--- config.mk ---
export PLATFORM = sky130hd
export DESIGN_NAME = led_pwm_fader
export DESIGN_NICKNAME = d
export VERILOG_FILES = /design/src/rtl/led_pkg.sv /design/src/rtl/led_fade_chan.sv /design/src/rtl/led_pwm_fader.sv
export SDC_FILE = /design/constraint.sdc
export NUM_CORES = 1
export LEC_CHECK = 0
export CAP_MARGIN = 25
export CORE_UTILIZATION = 45
export DETAILED_ROUTE_END_ITERATION = 8
export SLEW_MARGIN = 20
export SYNTH_ARGS = -nofsm -noshare
export SYNTH_HDL_FRONTEND = slang
export SYNTH_HIERARCHICAL = 1
export SYNTH_SLANG_ARGS = --single-unit
--- constraint.sdc ---
create_clock -name clk -period 38.1 [get_ports clk]
set_input_delay 5.715 -clock clk [delete_from_list [all_inputs] [get_ports clk]]
set_output_delay 5.715 -clock clk [all_outputs]
set_load 0.01 [all_outputs]
--- src/rtl/led_pkg.sv ---
// Shared constants and types for the LED PWM fader: colour indices, PWM width,
// channel map and the fade state encoding.
package led_pkg;
  localparam int PWM_BITS = 8;
  localparam logic [PWM_BITS-1:0] LVL_MAX = 8'hFF;

  localparam int NUM_LED = 8;
  localparam int NUM_CH  = 11;
  localparam int CH_R    = 8;
  localparam int CH_G    = 9;
  localparam int CH_B    = 10;

  typedef enum logic [1:0] {
    WHITE = 2'd0,
    RED   = 2'd1,
    GREEN = 2'd2,
    BLUE  = 2'd3
  } color_e;

  typedef enum logic {
    S_IDLE   = 1'b0,
    S_FADING = 1'b1
  } fade_state_e;

  // Which RGB channels are lit for a colour, packed as {b, g, r}.
  function automatic logic [2:0] rgb_mask(input color_e c);
    case (c)
      WHITE:   rgb_mask = 3'b111;
      RED:     rgb_mask = 3'b001;
      GREEN:   rgb_mask = 3'b010;
      default: rgb_mask = 3'b100;
    endcase
  endfunction
endpackage

--- src/rtl/led_fade_chan.sv ---
// One fade channel: 8-bit level stepping toward its target on each tick,
// PWM compare against the shared counter, and the registered output driver.
module led_fade_chan
  import led_pkg::*;
#(
  parameter int STEP       = 4,
  parameter bit ACTIVE_LOW = 1'b1
) (
  input  logic                clk,
  input  logic                rst,
  input  logic                tick_i,
  input  logic [PWM_BITS-1:0] target_i,
  input  logic [PWM_BITS-1:0] pwm_cnt_i,
  output logic [PWM_BITS-1:0] level_nxt_o,
  output logic                pwm_o
);
  localparam logic [PWM_BITS-1:0] STEP_W = PWM_BITS'(STEP);

  logic [PWM_BITS-1:0] level_q, level_d, gap;
  logic                ch_on, pwm_d, pwm_q;

  // Clamp when the remaining gap fits in one step, so the level never overshoots or wraps.
  always_comb begin
    level_d = level_q;
    gap     = '0;
    if (tick_i) begin
      if (level_q < target_i) begin
        gap     = target_i - level_q;
        level_d = (gap <= STEP_W) ? target_i : level_q + STEP_W;
      end else if (level_q > target_i) begin
        gap     = level_q - target_i;
        level_d = (gap <= STEP_W) ? target_i : level_q - STEP_W;
      end
    end
  end

  // Full scale is forced: the compare alone could only reach 255 of 256 cycles.
  assign ch_on = (level_q == LVL_MAX) || (pwm_cnt_i < level_q);
  assign pwm_d = ch_on ^ ACTIVE_LOW;

  always_ff @(posedge clk or posedge rst) begin
    if (rst) begin
      level_q <= '0;
      pwm_q   <= ACTIVE_LOW;
    end else begin
      level_q <= level_d;
      pwm_q   <= pwm_d;
    end
  end

  assign level_nxt_o = level_d;
  assign pwm_o       = pwm_q;
endmodule

--- src/rtl/led_pwm_fader.sv ---
// LED PWM fader: one-deep pattern holding register, fade tick divider and
// eleven fading PWM channels (8 LEDs + RGB) with a two-state busy tracker.
module led_pwm_fader
  import led_pkg::*;
#(
  parameter int TICK_DIV   = 100000,
  parameter int STEP       = 4,
  parameter bit ACTIVE_LOW = 1'b1
) (
  input  logic       clk,
  input  logic       rst,
  input  logic       pat_valid,
  output logic       pat_ready,
  input  logic [7:0] pat_data,
  input  logic [1:0] color_in,
  output logic [7:0] led_n,
  output logic       rgb_r,
  output logic       rgb_g,
  output logic       rgb_b,
  output logic       busy
);
  localparam int TW = (TICK_DIV > 1) ? $clog2(TICK_DIV) : 1;
  localparam logic [TW-1:0] TICK_LAST = TW'(TICK_DIV - 1);

  logic [TW-1:0]                     tick_cnt_q, tick_cnt_d;
  logic                              tick, accept, any_diff;
  logic [PWM_BITS-1:0]               pwm_cnt_q;
  logic                              pending_q, pending_d;
  logic [7:0]                        hold_data_q;
  color_e                            hold_color_q;
  logic [2:0]                        rgb_tgt;
  logic [NUM_CH-1:0][PWM_BITS-1:0]   target_q, target_d, level_nxt;
  logic [NUM_CH-1:0]                 pwm_out;
  fade_state_e                       state_q, state_d;

  assign tick       = (tick_cnt_q == TICK_LAST);
  assign tick_cnt_d = tick ? '0 : tick_cnt_q + 1'b1;
  assign accept     = pat_valid && !pending_q;
  assign pat_ready  = !pending_q;
  assign rgb_tgt    = rgb_mask(hold_color_q);

  // An accept only happens with pending clear, so it always wins over the tick clear.
  always_comb begin
    pending_d = pending_q;
    if (tick)   pending_d = 1'b0;
    if (accept) pending_d = 1'b1;
  end

  always_comb begin
    target_d = target_q;
    if (tick && pending_q) begin
      for (int i = 0; i < NUM_LED; i++)
        target_d[i] = hold_data_q[i] ? LVL_MAX : '0;
      target_d[CH_R] = rgb_tgt[0] ? LVL_MAX : '0;
      target_d[CH_G] = rgb_tgt[1] ? LVL_MAX : '0;
      target_d[CH_B] = rgb_tgt[2] ? LVL_MAX : '0;
    end
  end

  // Levels step against the old targets, so comparing next levels with next
  // targets covers both a fresh load and the final clamping step.
  assign any_diff = (level_nxt != target_d);

  always_comb begin
    state_d = state_q;
    case (state_q)
      S_IDLE:   if (any_diff)  state_d = S_FADING;
      S_FADING: if (!any_diff) state_d = S_IDLE;
      default:                 state_d = S_IDLE;
    endcase
  end

  always_ff @(posedge clk or posedge rst) begin
    if (rst) begin
      tick_cnt_q   <= '0;
      pwm_cnt_q    <= '0;
      pending_q    <= 1'b0;
      hold_data_q  <= '0;
      hold_color_q <= WHITE;
      target_q     <= '0;
      state_q      <= S_IDLE;
    end else begin
      tick_cnt_q <= tick_cnt_d;
      pwm_cnt_q  <= pwm_cnt_q + 1'b1;
      pending_q  <= pending_d;
      if (accept) begin
        hold_data_q  <= pat_data;
        hold_color_q <= color_e'(color_in);
      end
      target_q <= target_d;
      state_q  <= state_d;
    end
  end

  for (genvar g = 0; g < NUM_CH; g++) begin : g_ch
    led_fade_chan #(
      .STEP       (STEP),
      .ACTIVE_LOW (ACTIVE_LOW)
    ) u_ch (
      .clk         (clk),
      .rst         (rst),
      .tick_i      (tick),
      .target_i    (target_q[g]),
      .pwm_cnt_i   (pwm_cnt_q),
      .level_nxt_o (level_nxt[g]),
      .pwm_o       (pwm_out[g])
    );
  end

  assign led_n = pwm_out[NUM_LED-1:0];
  assign rgb_r = pwm_out[CH_R];
  assign rgb_g = pwm_out[CH_G];
  assign rgb_b = pwm_out[CH_B];
  assign busy  = (state_q == S_FADING) || pending_q;
endmodule

==> impl_metrics.tcl, run 1 <==
set metrics [dict create \
    critPathMaxStageDelay_ns 0.83 \
    fin_crit_sh_pct 20.9 \
    p_clk_share_pct 48.7 \
    yosys-top-cells-area "dfrtp_1 23%, ha_1 15%, inv_1 4.6%, xor2_1 4.2%, nand2_1 3.3%" \
    post-route-min-period_ns 7.98 \
    synthArstFlopShare_pct 100 \
    grt_pass1_vias 19500 \
    crit_buf_inv 2 \
    via_per_inst 6.09 \
    yosysWarnings 6 \
    rows 82 \
    synth_edf_count 0 \
    numPortBuffers 25 \
    core_area_um2 50200 \
    seq_power_share_pct 48.4 \
    fp.dieH_um 227 \
    power_density_nw_per_um2 20.2 \
    switching_power_uw 111 \
    grt_overflow 0 \
    start_util_pct 45.6 \
    crit_type "flop to output pin" \
    synth_cell_types 90 \
    crit_path_end_kind "output pin" \
    crit_arrival_ns 2.26 \
    numCtsBuffers 23 \
    path_max_fanout 19 \
    cts.sinks 224 \
    fin_skew_ns 0.0114 \
    synth_top_area_cell "dfrtp_1" \
    whs_ns 0.505 \
    cp_top_family "buffers and inverters" \
    hold_end "tick_cnt_q[14]$_DFF_PP0_" \
    vias 20500 \
    maxCapViolations 0 \
    dp.cells 3334 \
    pre_cts_slack_ns 30.33 \
    ant_nets 0 \
    clk_latency_ns 0.52 \
    syn_area_per_cell_um2 8.52 \
    crit_required_ns 32.38 \
    io_pins 26 \
    layout_commonest_cell "inv_1" \
    run_status "completed" \
    grt_pass1_wl_um 112000 \
    ctsRootBufferMaster "clkbuf_16" \
    fin_util_pct 49.2 \
    dr.pass1.iters 6 \
    fin_cells 3376 \
    final_area_um2 24700 \
    hp-class "flop to flop" \
    fin_nets 2971 \
    startpoint_type "flop" \
    leakage_nw 11.0 \
    tritoncts "yes" \
    path_cells "inv_2, clkdlybuf4s50_1" \
    post_cts_resize_count 0 \
    drv_slew 0 \
    antenna_found_initial 0 \
    grt_max_degree 72 \
    drtIter0Drc 1854 \
    rrSetupSlack_ns 32.42 \
    hold_path_startpoint "tick_cnt_q[14]$_DFF_PP0_" \
    netlist.area_leader.share_pct 23.3 \
    reg2regPathDepth 18 \
    p_total_uw 498 \
    drc_errors 0 \
    wl_um 71500 \
    r2r-end "state_q$_DFF_PP0_" \
    cp_slowest_cell "dfrtp_1" \
    antenna_cells 0 \
    layout_common_cells "280 x inv_1, 270 x ha_1, 213 x dfrtp_1" \
    slew_headroom_pct 28.7 \
    max_slew.worst_pin.slew_ns 1.07 \
    synth-main-ff-cell "dfrtp_1" \
    clockBufferDepth 3 \
    htree_levels 1 \
    rsz0062_at_grt "no" \
    grtUsageTotal_pct 27.4 \
    yosysSeqAreaShare_pct 24.6 \
    tns_ns 0 \
    r2r_start "g_ch[2].u_ch/level_q[2]$_DFF_PP0_" \
    switching_share_pct 22.3 \
    ys_ff_latch 224 \
    fp.dieW_um 227 \
    syn-num-nets 2968 \
    drive_above_1_share_pct 10.3 \
    finalHoldViolations 0 \
    syn_to_final_growth_pct 7.89 \
    max_freq_ghz 0.125 \
    placed_area_um2 23900 \
    combPwrFrac_pct 2.9 \
    dieArea_um2 51800 \
    cts_hold_buf 0 \
    ir_drop_uv 23.8 \
    wl_per_cell_um 21.2 \
    setup_viol 0 \
    min_path_cells 1 \
    dp_hpwl_um 55600 \
    intPower_uw 387 \
    layout_setup_ws_ns 30.12 \
    gp_congestion 0.913 \
    syn_inst 2685 \
    clk_pin_slew_ns 0.07 \
    syn-cell-area_um2 22900 \
    post_cts_buffers 0 \
]
-- layer usage --
metal / vias up / track usage (%) / wire, µm
li1: 9760 / - / -
met1: 10100 / 39.2 / 33400
met2: 631 / 44.3 / 32800
met3: 75 / 2.28 / 3700
met4: 0 / 7.04 / 1580
met5: - / 0 / 0
-- synthesized netlist by cell type (22+ instances only) --
library cell / number
buf_2: 43
or4_1: 23
o21ai_1: 31
xnor2_1: 66
mux2i_1: 38
o211ai_1: 22
a22oi_1: 23
nand3_1: 127
a221o_1: 23
a21oi_1: 137
a31oi_1: 25
nand2b_1: 33
nor2b_1: 41
nor2_1: 123
o21ai_0: 131
a21o_1: 43
and3_1: 22
a211oi_1: 24
nor3_1: 88
o22ai_1: 40
inv_1: 281
dfrtp_1: 213
nand4_1: 30
ha_1: 270
nand2_1: 200
and2_1: 33
xor2_1: 110
o21a_1: 23
-- state kept, by name, summed over array words and instances (netlist names) --
name / count
state_q: 1
hold_data_q: 8
pwm_cnt_q: 8
target_q: 88
tick_cnt_q: 17
g_ch.u_ch/level_q: 88
pending_q: 1
hold_color_q: 2
g_ch.u_ch/pwm_o: 11
-- how the worst max path moves through the flow --
stage / slack (ns) / from / to / depth (start not counted)
5_1_grt: 30.06 / pending_q$_DFFE_PP0P_ / pat_ready / 2
4_1_cts: 30.15 / pending_q$_DFFE_PP0P_ / pat_ready / 2
3_3_place_gp: 30.32 / rst / target_q[34]$_DFF_PP0_ / 4
2_1_floorplan: 25.05 / tick_cnt_q[6]$_DFF_PP0_ / state_q$_DFF_PP0_ / 13
6_report: 30.12 / pending_q$_DFFE_PP0P_ / pat_ready / 2
3_5_place_dp: 30.33 / rst / target_q[20]$_DFF_PP0_ / 4
-- layout make-up --
cell class / count / area, µm²
repair buffers: 41 / 440
clock inverters: 9 / 131
inverters: 282 / 1060
fillers: 4793 / 25500
multi-input cells: 2116 / 15900
well taps: 672 / 841
clock buffers: 32 / 669
flip-flops and latches: 224 / 5620
-- cells by family after synthesis --
logic type	Yosys count	share of synthesized area [%]
and+or+nand+nor	853	20.9
adders and majority gates	270	14.8
DFF	224	24.6
muxes	53	2.40
xor gates and xnor gates	176	6.74
AOI/OAI and AO/OA	764	24.7
buffers and inverters	345	5.94
-- power groups by stage --
| stage | clock [mW] | sequential (mW) | combinational (mW) |
|---|---|---|---|
| final | 0.243 | 0.241 | 0.0143 |
| after global routing | 0.255 | 0.241 | 0.0158 |
| after CTS | 0.246 | 0.241 | 0.0141 |
| after detailed placement | 0 | 0.245 | 0.0140 |
| after global placement | 0 | 0.245 | 0.0138 |
| after floorplan | 0 | 0.245 | 0.00854 |
Power figures use the tool's default switching activity.
==> run 2, diff against run 1 <==
- clock period: 38.1 -> 7.8 ns (I/O delays scaled with it)
==> impl_metrics.tcl, run 2 (same netlist as run 1, synthesis figures left out) <==
set metrics [dict create \
    run_status "completed" \
    crit_buf_inv 1 \
    grtUsageTotal_pct 28.6 \
    antenna_found_initial 1 \
    cpMostUsedCell "nor4_1" \
    ctsRootBufferMaster "clkbuf_16" \
    slew_headroom_pct 26.3 \
    fp.dieW_um 227 \
    clockBufferDepth 3 \
    via_per_inst 6.14 \
    post_cts_buffers 0 \
    cts.sinks 224 \
    core_area_um2 50200 \
    cp_slowest_cell "nor4_4" \
    largestRegisters "g_ch.u_ch/level_q: 88 flops, target_q: 88 flops, tick_cnt_q: 17 flops" \
    cp_top_family "simple AND/OR/NAND/NOR gates" \
    dieArea_um2 51800 \
    wl_per_cell_um 22.0 \
    tns_ns 0 \
    numPortBuffers 25 \
    reg2regPathDepth 18 \
    max_freq_ghz 0.183 \
    critPathMaxStageDelay_ns 0.59 \
    hold_end "tick_cnt_q[0]$_DFF_PP0_" \
    tritoncts "yes" \
    crit_type "flop to flop" \
    start_util_pct 45.6 \
    clk_pin_slew_ns 0.07 \
    dp_hpwl_um 56400 \
    numCtsBuffers 28 \
    p_total_mw 2.69 \
    grt_max_degree 88 \
    path_max_fanout 9 \
    layout_common_cells "280 x inv_1, 270 x ha_1, 212 x dfrtp_1" \
    final_area_um2 24900 \
    rsz0062_at_grt "no" \
    r2r-end "state_q$_DFF_PP0_" \
    ir_drop_uv 154 \
    drc_errors 0 \
    gp_congestion 0.974 \
    finalHoldViolations 0 \
    crit_required_ns 8.23 \
    hold_path_startpoint "tick_cnt_q[0]$_DFF_PP0_" \
    vias 20800 \
    rrSetupSlack_ns 2.33 \
    power_density_nw_per_um2 108 \
    grt_pass1_wl_um 116000 \
    grt_overflow 0 \
    ant_nets 0 \
    wl_um 74400 \
    crit_path_end_kind "flop" \
    path_cells "inv_1, ha_1, or2_1, o221a_4, nor4b_2, mux2_2, nor4_4, nor2_2, a32o_1, a211oi_2, nor2b_1, a2111o_1, nor4_1, mux2i_1, or4_1, nor4_1, and4b_1, nand4_1" \
    drv_slew 0 \
    fin_util_pct 49.7 \
    drive_above_1_share_pct 10.6 \
    rows 82 \
    pre_cts_slack_ns 2.35 \
    leakage_nw 11.1 \
    syn_to_final_growth_pct 8.93 \
    htree_levels 1 \
    fin_crit_sh_pct 70.1 \
    fin_nets 2976 \
    placed_area_um2 23900 \
    fp.dieH_um 227 \
    layout_setup_ws_ns 2.33 \
    whs_ns 0.491 \
    crit_arrival_ns 5.90 \
    post_cts_resize_count 0 \
    io_pins 26 \
    clk_latency_ns 0.58 \
    startpoint_type "flop" \
    layout_commonest_cell "inv_1" \
    r2r_start "g_ch[6].u_ch/level_q[2]$_DFF_PP0_" \
    maxCapViolations 0 \
    drtIter0Drc 1758 \
    fin_cells 3387 \
    nFillCells 4710 \
    dr.pass1.iters 6 \
    setup_viol 0 \
    max_slew.worst_pin.slew_ns 1.11 \
    fin_skew_ns 0.0119 \
    dp.cells 3334 \
    hp-class "flop to flop" \
    grt_pass1_vias 19800 \
    cts_hold_buf 0 \
    min_path_cells 1 \
    post-route-min-period_ns 5.47 \
]
run 2: changes by cell type in the layout (fill, tap and decap cells not counted), moves of 2 or more:
cell / previous run / this run
buf_2: 0 / 2
clkbuf_16: 23 / 29
buf_12: 0 / 2
buf_8: 4 / 1
buf_4: 10 / 7
run 2: how the worst max path moves through the flow:
stage | from | to | slack, ns | cells past startpoint
after global placement | target_q[43]$_DFF_PP0_ | state_q$_DFF_PP0_ | 2.44 | 15
after CTS | target_q[43]$_DFF_PP0_ | state_q$_DFF_PP0_ | 2.32 | 15
after global routing | g_ch[6].u_ch/level_q[2]$_DFF_PP0_ | state_q$_DFF_PP0_ | 2.03 | 18
after floorplan | tick_cnt_q[12]$_DFF_PP0_ | state_q$_DFF_PP0_ | 1.03 | 14
final | g_ch[6].u_ch/level_q[2]$_DFF_PP0_ | state_q$_DFF_PP0_ | 2.33 | 18
after detailed placement | target_q[43]$_DFF_PP0_ | state_q$_DFF_PP0_ | 2.35 | 15
run 2: where the power goes:
group	internal, mW	total (mW)	switching (mW)	leakage, nW
registers	1.17	1.18	0.00902	3.04
logic	0.0198	0.0713	0.0515	7.61
clock network	0.877	1.44	0.561	0.489
total	2.07	2.69	0.622	11.1
run 2: routing by layer:
| layer | up-vias | wire, µm | share of wire, % | track usage, % |
|---|---|---|---|---|
| met2 | 690 | 32900 | 44 | 45.1 |
| met4 | 0 | 2630 | 3.5 | 9.37 |
| met5 | - | 0 | 0 | 0 |
| met3 | 122 | 4180 | 5.6 | 3.18 |
| li1 | 9801 | - | - | - |
| met1 | 10200 | 34700 | 47 | 40.6 |
run 2: cell type report:
cell class                      count  area [µm²]  area share, %
Multi-Input combinational cell   2116       15900           63.9
Antenna cell                        1        2.50         0.0100
Inverter                          282        1060           4.27
Clock inverter                     12         179          0.718
Sequential cell                   224        5620           22.5
Tap cell                          672         841           3.37
Clock buffer                       39         833           3.34
Timing Repair Buffer               41         455           1.83
